--- src/rtl/matmul_stream_core_pkg.sv ---
// Shared types, default widths and the saturating accumulate helper
// for the streaming matrix-multiply core.
package matmul_pkg;

  localparam int DATA_W_DEF = 8;
  localparam int ACC_W_DEF  = 32;
  localparam int M_DEF      = 2;
  localparam int N_DEF      = 2;
  localparam int K_MAX_DEF  = 16;
  localparam int SAT_DEF    = 1;

  // Working width of sat_add; cells narrow the result to their own ACC_W (< SUM_W).
  localparam int SUM_W = 64;

  typedef enum logic [1:0] {IDLE, STREAM, OUT} state_t;

  typedef struct packed {
    logic signed [SUM_W-1:0] sum;
    logic                    ovf;
  } sat_res_t;

  // acc and prod arrive sign-extended; the range test is done against acc_w bits.
  function automatic sat_res_t sat_add(input logic signed [SUM_W-1:0] acc,
                                       input logic signed [SUM_W-1:0] prod,
                                       input int                      acc_w,
                                       input logic                    sat);
    logic signed [SUM_W:0] s;
    logic signed [SUM_W:0] hi;
    logic signed [SUM_W:0] lo;
    sat_res_t              r;
    s  = {acc[SUM_W-1], acc} + {prod[SUM_W-1], prod};
    hi = (65'sd1 <<< (acc_w - 1)) - 65'sd1;
    lo = -(65'sd1 <<< (acc_w - 1));
    r.ovf = (s > hi) || (s < lo);
    if (sat && (s > hi))      r.sum = hi[SUM_W-1:0];
    else if (sat && (s < lo)) r.sum = lo[SUM_W-1:0];
    else                      r.sum = s[SUM_W-1:0];
    return r;
  endfunction

endpackage

--- src/rtl/matmul_stream_core_if.sv ---
// Control, operand-stream and result signals of matmul_stream_core.
// master = the side feeding operands and consuming results, slave = the core.
interface matmul_stream_core_if #(
  parameter int DATA_W = 8,
  parameter int ACC_W  = 32,
  parameter int M      = 2,
  parameter int N      = 2,
  parameter int K_MAX  = 16
);
  localparam int KW = $clog2(K_MAX + 1);

  logic                    start;
  logic [KW-1:0]           k_len;
  logic                    accum;
  logic                    busy;
  logic                    op_valid;
  logic                    op_ready;
  logic [M*DATA_W-1:0]     a_col;
  logic [N*DATA_W-1:0]     b_row;
  logic [KW-1:0]           k_idx;
  logic                    c_valid;
  logic                    c_ready;
  logic [M*N*ACC_W-1:0]    c;
  logic                    ovf;

  modport master (
    output start, k_len, accum, op_valid, a_col, b_row, c_ready,
    input  busy, op_ready, k_idx, c_valid, c, ovf
  );

  modport slave (
    input  start, k_len, accum, op_valid, a_col, b_row, c_ready,
    output busy, op_ready, k_idx, c_valid, c, ovf
  );
endinterface

--- src/rtl/matmul_stream_core_mac_cell.sv ---
// One output-stationary accumulator: acc += a*b per enabled beat, with
// synchronous clear and a sticky per-cell overflow bit.
module mac_cell import matmul_pkg::*; #(
  parameter int DATA_W = DATA_W_DEF,
  parameter int ACC_W  = ACC_W_DEF,
  parameter bit SAT    = 1'b1
) (
  input  logic                     clk,
  input  logic                     rst,
  input  logic                     i_clr,
  input  logic                     i_en,
  input  logic signed [DATA_W-1:0] i_a,
  input  logic signed [DATA_W-1:0] i_b,
  output logic signed [ACC_W-1:0]  o_acc,
  output logic                     o_ovf
);

  logic signed [ACC_W-1:0]    r_acc;
  logic                       r_ovf;
  logic signed [2*DATA_W-1:0] w_prod;
  sat_res_t                   w_res;
  logic [SUM_W-ACC_W-1:0]     w_unused_hi;
  logic [ACC_W-1:0]           w_acc_next;

  assign w_prod = i_a * i_b;
  assign w_res  = sat_add({{(SUM_W-ACC_W){r_acc[ACC_W-1]}}, r_acc},
                          {{(SUM_W-2*DATA_W){w_prod[2*DATA_W-1]}}, w_prod},
                          ACC_W, SAT);
  // Bits above ACC_W are discarded: wrap mode keeps only the low ACC_W bits.
  assign {w_unused_hi, w_acc_next} = w_res.sum;

  always_ff @(posedge clk or posedge rst) begin
    if (rst) begin
      r_acc <= '0;
      r_ovf <= 1'b0;
    end else if (i_clr) begin
      r_acc <= '0;
      r_ovf <= 1'b0;
    end else if (i_en) begin
      r_acc <= w_acc_next;
      if (w_res.ovf) r_ovf <= 1'b1;
    end
  end

  assign o_acc = r_acc;
  assign o_ovf = r_ovf;

endmodule

--- src/rtl/matmul_stream_core.sv ---
// Output-stationary M x N matrix-multiply engine: one k-slice per beat,
// runtime tile length up to K_MAX, result held until accepted.
module matmul_stream_core import matmul_pkg::*; #(
  parameter int DATA_W = DATA_W_DEF,
  parameter int ACC_W  = ACC_W_DEF,
  parameter int M      = M_DEF,
  parameter int N      = N_DEF,
  parameter int K_MAX  = K_MAX_DEF,
  parameter int SAT    = SAT_DEF
) (
  input  logic                 clk,
  input  logic                 rst,
  matmul_stream_core_if.slave  bus
);

  localparam int KW = $clog2(K_MAX + 1);

  state_t          r_state;
  state_t          w_state_next;
  logic [KW-1:0]   r_k_idx;
  logic [KW-1:0]   r_k_len;
  logic [KW-1:0]   w_k_len_in;
  logic            w_start;
  logic            w_beat;
  logic            w_last;
  logic            w_clr;
  logic [M*N-1:0]  w_cell_ovf;

  assign w_k_len_in = (bus.k_len > KW'(K_MAX)) ? KW'(K_MAX) : bus.k_len;
  assign w_start    = (r_state == IDLE) && bus.start;
  assign w_beat     = (r_state == STREAM) && bus.op_valid;
  assign w_last     = (r_k_idx == r_k_len - KW'(1));
  assign w_clr      = w_start && !bus.accum;

  always_ff @(posedge clk or posedge rst) begin
    if (rst) r_state <= IDLE;
    else     r_state <= w_state_next;
  end

  always_comb begin
    w_state_next = r_state;
    case (r_state)
      IDLE:    if (bus.start) w_state_next = (w_k_len_in == '0) ? OUT : STREAM;
      STREAM:  if (w_beat && w_last) w_state_next = OUT;
      OUT:     if (bus.c_ready) w_state_next = IDLE;
      default: w_state_next = IDLE;
    endcase
  end

  always_comb begin
    bus.busy     = (r_state != IDLE);
    bus.op_ready = (r_state == STREAM);
    bus.c_valid  = (r_state == OUT);
  end

  // k_idx parks on k_len-1 after the last beat until the next start.
  always_ff @(posedge clk or posedge rst) begin
    if (rst) begin
      r_k_idx <= '0;
      r_k_len <= '0;
    end else if (w_start) begin
      r_k_idx <= '0;
      r_k_len <= w_k_len_in;
    end else if (w_beat && !w_last) begin
      r_k_idx <= r_k_idx + KW'(1);
    end
  end

  assign bus.k_idx = r_k_idx;

  genvar gi, gj;
  generate
    for (gi = 0; gi < M; gi++) begin : g_row
      for (gj = 0; gj < N; gj++) begin : g_col
        mac_cell #(
          .DATA_W (DATA_W),
          .ACC_W  (ACC_W),
          .SAT    (SAT != 0)
        ) u_cell (
          .clk    (clk),
          .rst    (rst),
          .i_clr  (w_clr),
          .i_en   (w_beat),
          .i_a    (bus.a_col[gi*DATA_W +: DATA_W]),
          .i_b    (bus.b_row[gj*DATA_W +: DATA_W]),
          .o_acc  (bus.c[(gi*N+gj)*ACC_W +: ACC_W]),
          .o_ovf  (w_cell_ovf[gi*N+gj])
        );
      end
    end
  endgenerate

  assign bus.ovf = |w_cell_ovf;

endmodule

--- src/flat_wrapper.sv ---
// flat-port wrapper written by rule: the top's interface ports become plain ports
module matmul_stream_core_flat import matmul_pkg::*;
#(
  parameter int DATA_W = DATA_W_DEF,
  parameter int ACC_W  = ACC_W_DEF,
  parameter int M      = M_DEF,
  parameter int N      = N_DEF,
  parameter int K_MAX  = K_MAX_DEF,
  parameter int SAT    = SAT_DEF
)
  (clk, rst, bus_start, bus_k_len, bus_accum, bus_op_valid, bus_a_col, bus_b_row, bus_c_ready, bus_busy, bus_op_ready, bus_k_idx, bus_c_valid, bus_c, bus_ovf);
  matmul_stream_core_if #(.DATA_W(DATA_W), .ACC_W(ACC_W), .M(M), .N(N), .K_MAX(K_MAX)) bus_i ();
  input  logic clk;
  input  logic rst;
  input wire logic [$bits(bus_i.start)-1:0] bus_start;
  input wire logic [$bits(bus_i.k_len)-1:0] bus_k_len;
  input wire logic [$bits(bus_i.accum)-1:0] bus_accum;
  input wire logic [$bits(bus_i.op_valid)-1:0] bus_op_valid;
  input wire logic [$bits(bus_i.a_col)-1:0] bus_a_col;
  input wire logic [$bits(bus_i.b_row)-1:0] bus_b_row;
  input wire logic [$bits(bus_i.c_ready)-1:0] bus_c_ready;
  output wire logic [$bits(bus_i.busy)-1:0] bus_busy;
  output wire logic [$bits(bus_i.op_ready)-1:0] bus_op_ready;
  output wire logic [$bits(bus_i.k_idx)-1:0] bus_k_idx;
  output wire logic [$bits(bus_i.c_valid)-1:0] bus_c_valid;
  output wire logic [$bits(bus_i.c)-1:0] bus_c;
  output wire logic [$bits(bus_i.ovf)-1:0] bus_ovf;
  assign bus_i.start = bus_start;
  assign bus_i.k_len = bus_k_len;
  assign bus_i.accum = bus_accum;
  assign bus_i.op_valid = bus_op_valid;
  assign bus_i.a_col = bus_a_col;
  assign bus_i.b_row = bus_b_row;
  assign bus_i.c_ready = bus_c_ready;
  assign bus_busy = bus_i.busy;
  assign bus_op_ready = bus_i.op_ready;
  assign bus_k_idx = bus_i.k_idx;
  assign bus_c_valid = bus_i.c_valid;
  assign bus_c = bus_i.c;
  assign bus_ovf = bus_i.ovf;
  matmul_stream_core #(.DATA_W(DATA_W), .ACC_W(ACC_W), .M(M), .N(N), .K_MAX(K_MAX), .SAT(SAT)) u_core (.clk(clk), .rst(rst), .bus(bus_i));
endmodule
--- config.mk ---
export PLATFORM = sky130hd
export DESIGN_NAME = matmul_stream_core_flat
export DESIGN_NICKNAME = d
export VERILOG_FILES = /design/src/rtl/matmul_stream_core_pkg.sv /design/src/rtl/matmul_stream_core_if.sv /design/src/rtl/matmul_stream_core_mac_cell.sv /design/src/rtl/matmul_stream_core.sv /design/src/flat_wrapper.sv
export SDC_FILE = /design/constraint.sdc
export NUM_CORES = 2
export LEC_CHECK = 0
export CAP_MARGIN = 20
export CORE_UTILIZATION = 40
export CTS_BUF_LIST = sky130_fd_sc_hd__clkbuf_8 sky130_fd_sc_hd__clkbuf_16
export CTS_CLUSTER_SIZE = 12
export DETAILED_ROUTE_END_ITERATION = 16
export HOLD_SLACK_MARGIN = 0.08
export MAX_ROUTING_LAYER = met4
export PLACE_DENSITY = 0.57
export SYNTH_ARGS = -nofsm -noshare
export SYNTH_HDL_FRONTEND = slang
export SYNTH_SLANG_ARGS = --single-unit
export TNS_END_PERCENT = 50
--- constraint.sdc ---
create_clock -name clk -period 15.82 [get_ports clk]
set_input_delay 1.582 -clock clk [delete_from_list [all_inputs] [get_ports clk]]
set_output_delay 1.582 -clock clk [all_outputs]
set_load 0.05 [all_outputs]
==> key figures <==
GRT
  • Vias in the first global route: around 22k
  • Grt total ovfl: 0
  • Initial antenna violation count: 4
  • GRT Overall Usage: ~22%
  • First-pass GRT wire length: around 120,000 microns
  • Largest net degree at the start of global routing: 90

Worst setup path
  • CP Data Arrival Time: approximately 9500 ps
  • Max FO, Critical Path: 26
  • WP data required: ~16,000 ps
  • Setup crit start kind: primary input
  • Crit Path Category: in2reg
  • Crit end category: flip-flop

Clock tree
  • Clock Path Buffers: 2
  • Clock root buffer master: clkbuf_16
  • Post-CTS sizing: 0
  • Hold buffer count at cts: 0
  • H-Tree Depth: 4
  • Reg clk slew, reported paths: 70 ps
  • Post-CTS setup buffers: 0
  • Sink Count: between 100 and 150
  • CTS buffer count: 17
  • CTS tree: done
  • Skew-Pair Late Insertion Delay: 500 ps

Floorplan
  • Die height: approximately 270 microns
  • Core area: between 60,000 and 70,000 sq um
  • Initial Utilization: 40.51%
  • Row count: 96
  • Total die area: 70,640 sq um
  • Die X: around 270 microns
  • Top Ports: 180

Finish
  • Final core utilization: a little under half
  • Layout cell share with drive strength beyond 1: between 2 and 3%
  • Layout area overhead: 11.89%
  • Final #Nets: between 3k and 4k

STA
  • Final Cycle Share: a little under three fifths
  • Fmax: roughly 0.11 GHz
  • Final Max Tran Viols: 0
  • Clock Skew: between 10 and 15 ps
  • Post-layout min period: just over 9000 ps
  • Slew @ Worst Pin: ~1100 ps
  • Final hold vios: 0
  • Endpoints failing setup: 0
  • Unrepaired setup endpoints after global routing: no
  • Final TNS setup: 0 ps
  • Relative slew slack: between 20% and 30%

Drt
  • # DRC: 0
  • Drt initial violations: between 1k and 1.5k
  • Vias/cell: between 5 and 6
  • DRT Wirelength: approximately 70,000 microns
  • WL/cell: around 19 microns
  • Vias: about 20k
  • First-pass iteration count of the detailed router: 5
  • Antenna Violating Nets Remaining: 0

Synthesis
  • Synth area leader: fa_1
  • Post-synth EDFFs: 0
  • Synthesized Nets: roughly 3.6k
  • Syn Inst Count: 2,682
  • Mapped Avg Cell Area: 10.38 sq um
  • Synth Cell Area: between 20,000 and 30,000 sq um
  • Synth cell types: 73
  • Post-synthesis sequential area ratio: 12.95%
  • Ys async rst share: 100.0%
  • Number of synthesized register bits: roughly 140
  • Post-synth top area share: between 40% and 50%
  • Ys flop type: dfrtp_1
  • Ys Warns: 0
  • Largest cells by area after synthesis: fa_1, ha_1, dfrtp_1

Run
  • Max-cap violations: 0

Place
  • RePlAce Congestion: about 0.9
  • Hpwl dp: 56,350 microns
  • # port buffers: about 180

Min path
  • Hold WC Path Type: reg2reg

Outcome
  • Status: finished, final reports clean
## area by class of cell
type / instances / area, sq um
Inverter: 399 / 1503
Clock buffer: 17 / 425.4
Sequential cell: 144 / 3603
Antenna cell: 5 / 12.51
Clock inverter: 15 / 136.4
Fill cell: 6552 / 37560
Multi-Input combinational cell: 2053 / 22350
Tap cell: 931 / 1165
Timing Repair Buffer: 200 / 1949
## routing by layer
metal	global-route usage (%)	up-vias	wire length [microns]
li1	-	9108	-
met1	28.10	10150	31170
met2	35.49	372	34180
met3	3.743	57	3253
met4	5.468	0	1175
met5	-	-	0
## critical path, cell delays in order
cell and delay [ps]:
clkdlybuf4s50_1 950, nand2_1 220, inv_1 130, fa_1 470
inv_1 220, fa_1 610, inv_1 740, fa_1 580
fa_1 510, ha_1 310, ha_1 400, and3_1 230
nand3_1 80, a211o_1 260, a32o_1 300, o31ai_2 270
xnor2_1 190, a21oi_2 290, and2_1 900, a221o_1 220
## state kept, by name, indices dropped and copies added (netlist names)
signal                           flops
u_core.bus.k_idx                     5
u_core.g_row.g_col.u_cell.o_acc    128
u_core.g_row.g_col.u_cell.o_ovf      4
u_core.r_k_len                       5
u_core.r_state                       2
## cell usage in the layout, fill, tap and decap left out, types with 6 or more instances in the layout
cell type          n
clkbuf_16         17
a21oi_1          128
a221o_1           82
inv_1            398
o21bai_1          14
dfrtp_1          144
nor2b_1           15
and4_1             6
a31oi_1           11
nand3_1           34
nand2b_1          16
xor2_1            56
clkdlybuf4s50_1  179
inv_6             10
nand4_1           13
a211oi_1          14
a31o_2             6
nor2_1           108
xnor2_1           81
nand2_1          191
fa_1             560
o31ai_1           20
nor3_1            15
and2_1           135
o211ai_1          16
and3_1            10
ha_1             290
a21o_1            56
o21ai_0           94
buf_4             21
## stage by stage
step	cells	area, sq um	hold WS [ps]	setup WS, ps
floorplan	2682	27830	430.7	8058
global placement	3727	30570	465.5	6300
CTS	3759	31130	485.6	6641
global route	3763	31140	506.9	6251
detailed placement	3727	30570	469.9	6149
finish	3764	31140	477.9	6750
## logic make-up (layout without fill, tap and decap cells)
| group | after synthesis | in the layout | synth area share (%) |
|---|---|---|---|
| other | 0 | 5 | 0 |
| buffers and inverters | 485 | 631 | 6.824 |
| multiplexers | 3 | 3 | 0.1528 |
| flip-flops | 144 | 144 | 12.95 |
| AND/OR/NAND/NOR | 572 | 572 | 10.14 |
| adder cells (fa/ha/maj) | 850 | 850 | 53.32 |
| XOR/XNOR | 137 | 137 | 4.311 |
| AO/OA/AOI/OAI | 491 | 491 | 12.31 |
## final timing paths
check / slack [ps] / to / cells after the start / from
min in group asynchronous: 1640 / u_core.bus.k_idx[2] / 2 / rst
min reg2reg: 480 / u_core.g_row[1].g_col[0].u_cell.o_ovf / 2 / u_core.g_row[1].g_col[0].u_cell.o_ovf
max: 6750 / u_core.g_row[1].g_col[1].u_cell.o_acc[29] / 20 / bus_b_row[11]
max in group asynchronous: 12740 / u_core.g_row[1].g_col[1].u_cell.o_acc[12] / 3 / rst
max reg2reg: 9380 / u_core.g_row[1].g_col[1].u_cell.o_acc[29] / 19 / u_core.g_row[1].g_col[1].u_cell.o_acc[6]
min: 480 / u_core.g_row[1].g_col[0].u_cell.o_ovf / 2 / u_core.g_row[1].g_col[0].u_cell.o_ovf
## synthesized netlist by cell type (20+ instances only)
| cell | count |
|---|---|
| nor2_1 | 108 |
| ha_1 | 290 |
| xnor2_1 | 81 |
| a21oi_1 | 128 |
| o21ai_0 | 94 |
| nand2_1 | 191 |
| and2_1 | 140 |
| a21o_1 | 56 |
| a221o_1 | 82 |
| fa_1 | 560 |
| xor2_1 | 56 |
| o31ai_1 | 20 |
| nand3_1 | 34 |
| dfrtp_1 | 144 |
| inv_1 | 399 |
| clkbuf_1 | 65 |
Power is left out: the tool's default activity adds up to more than one toggle a clock period on the data nets, which glitch-free logic cannot reach.
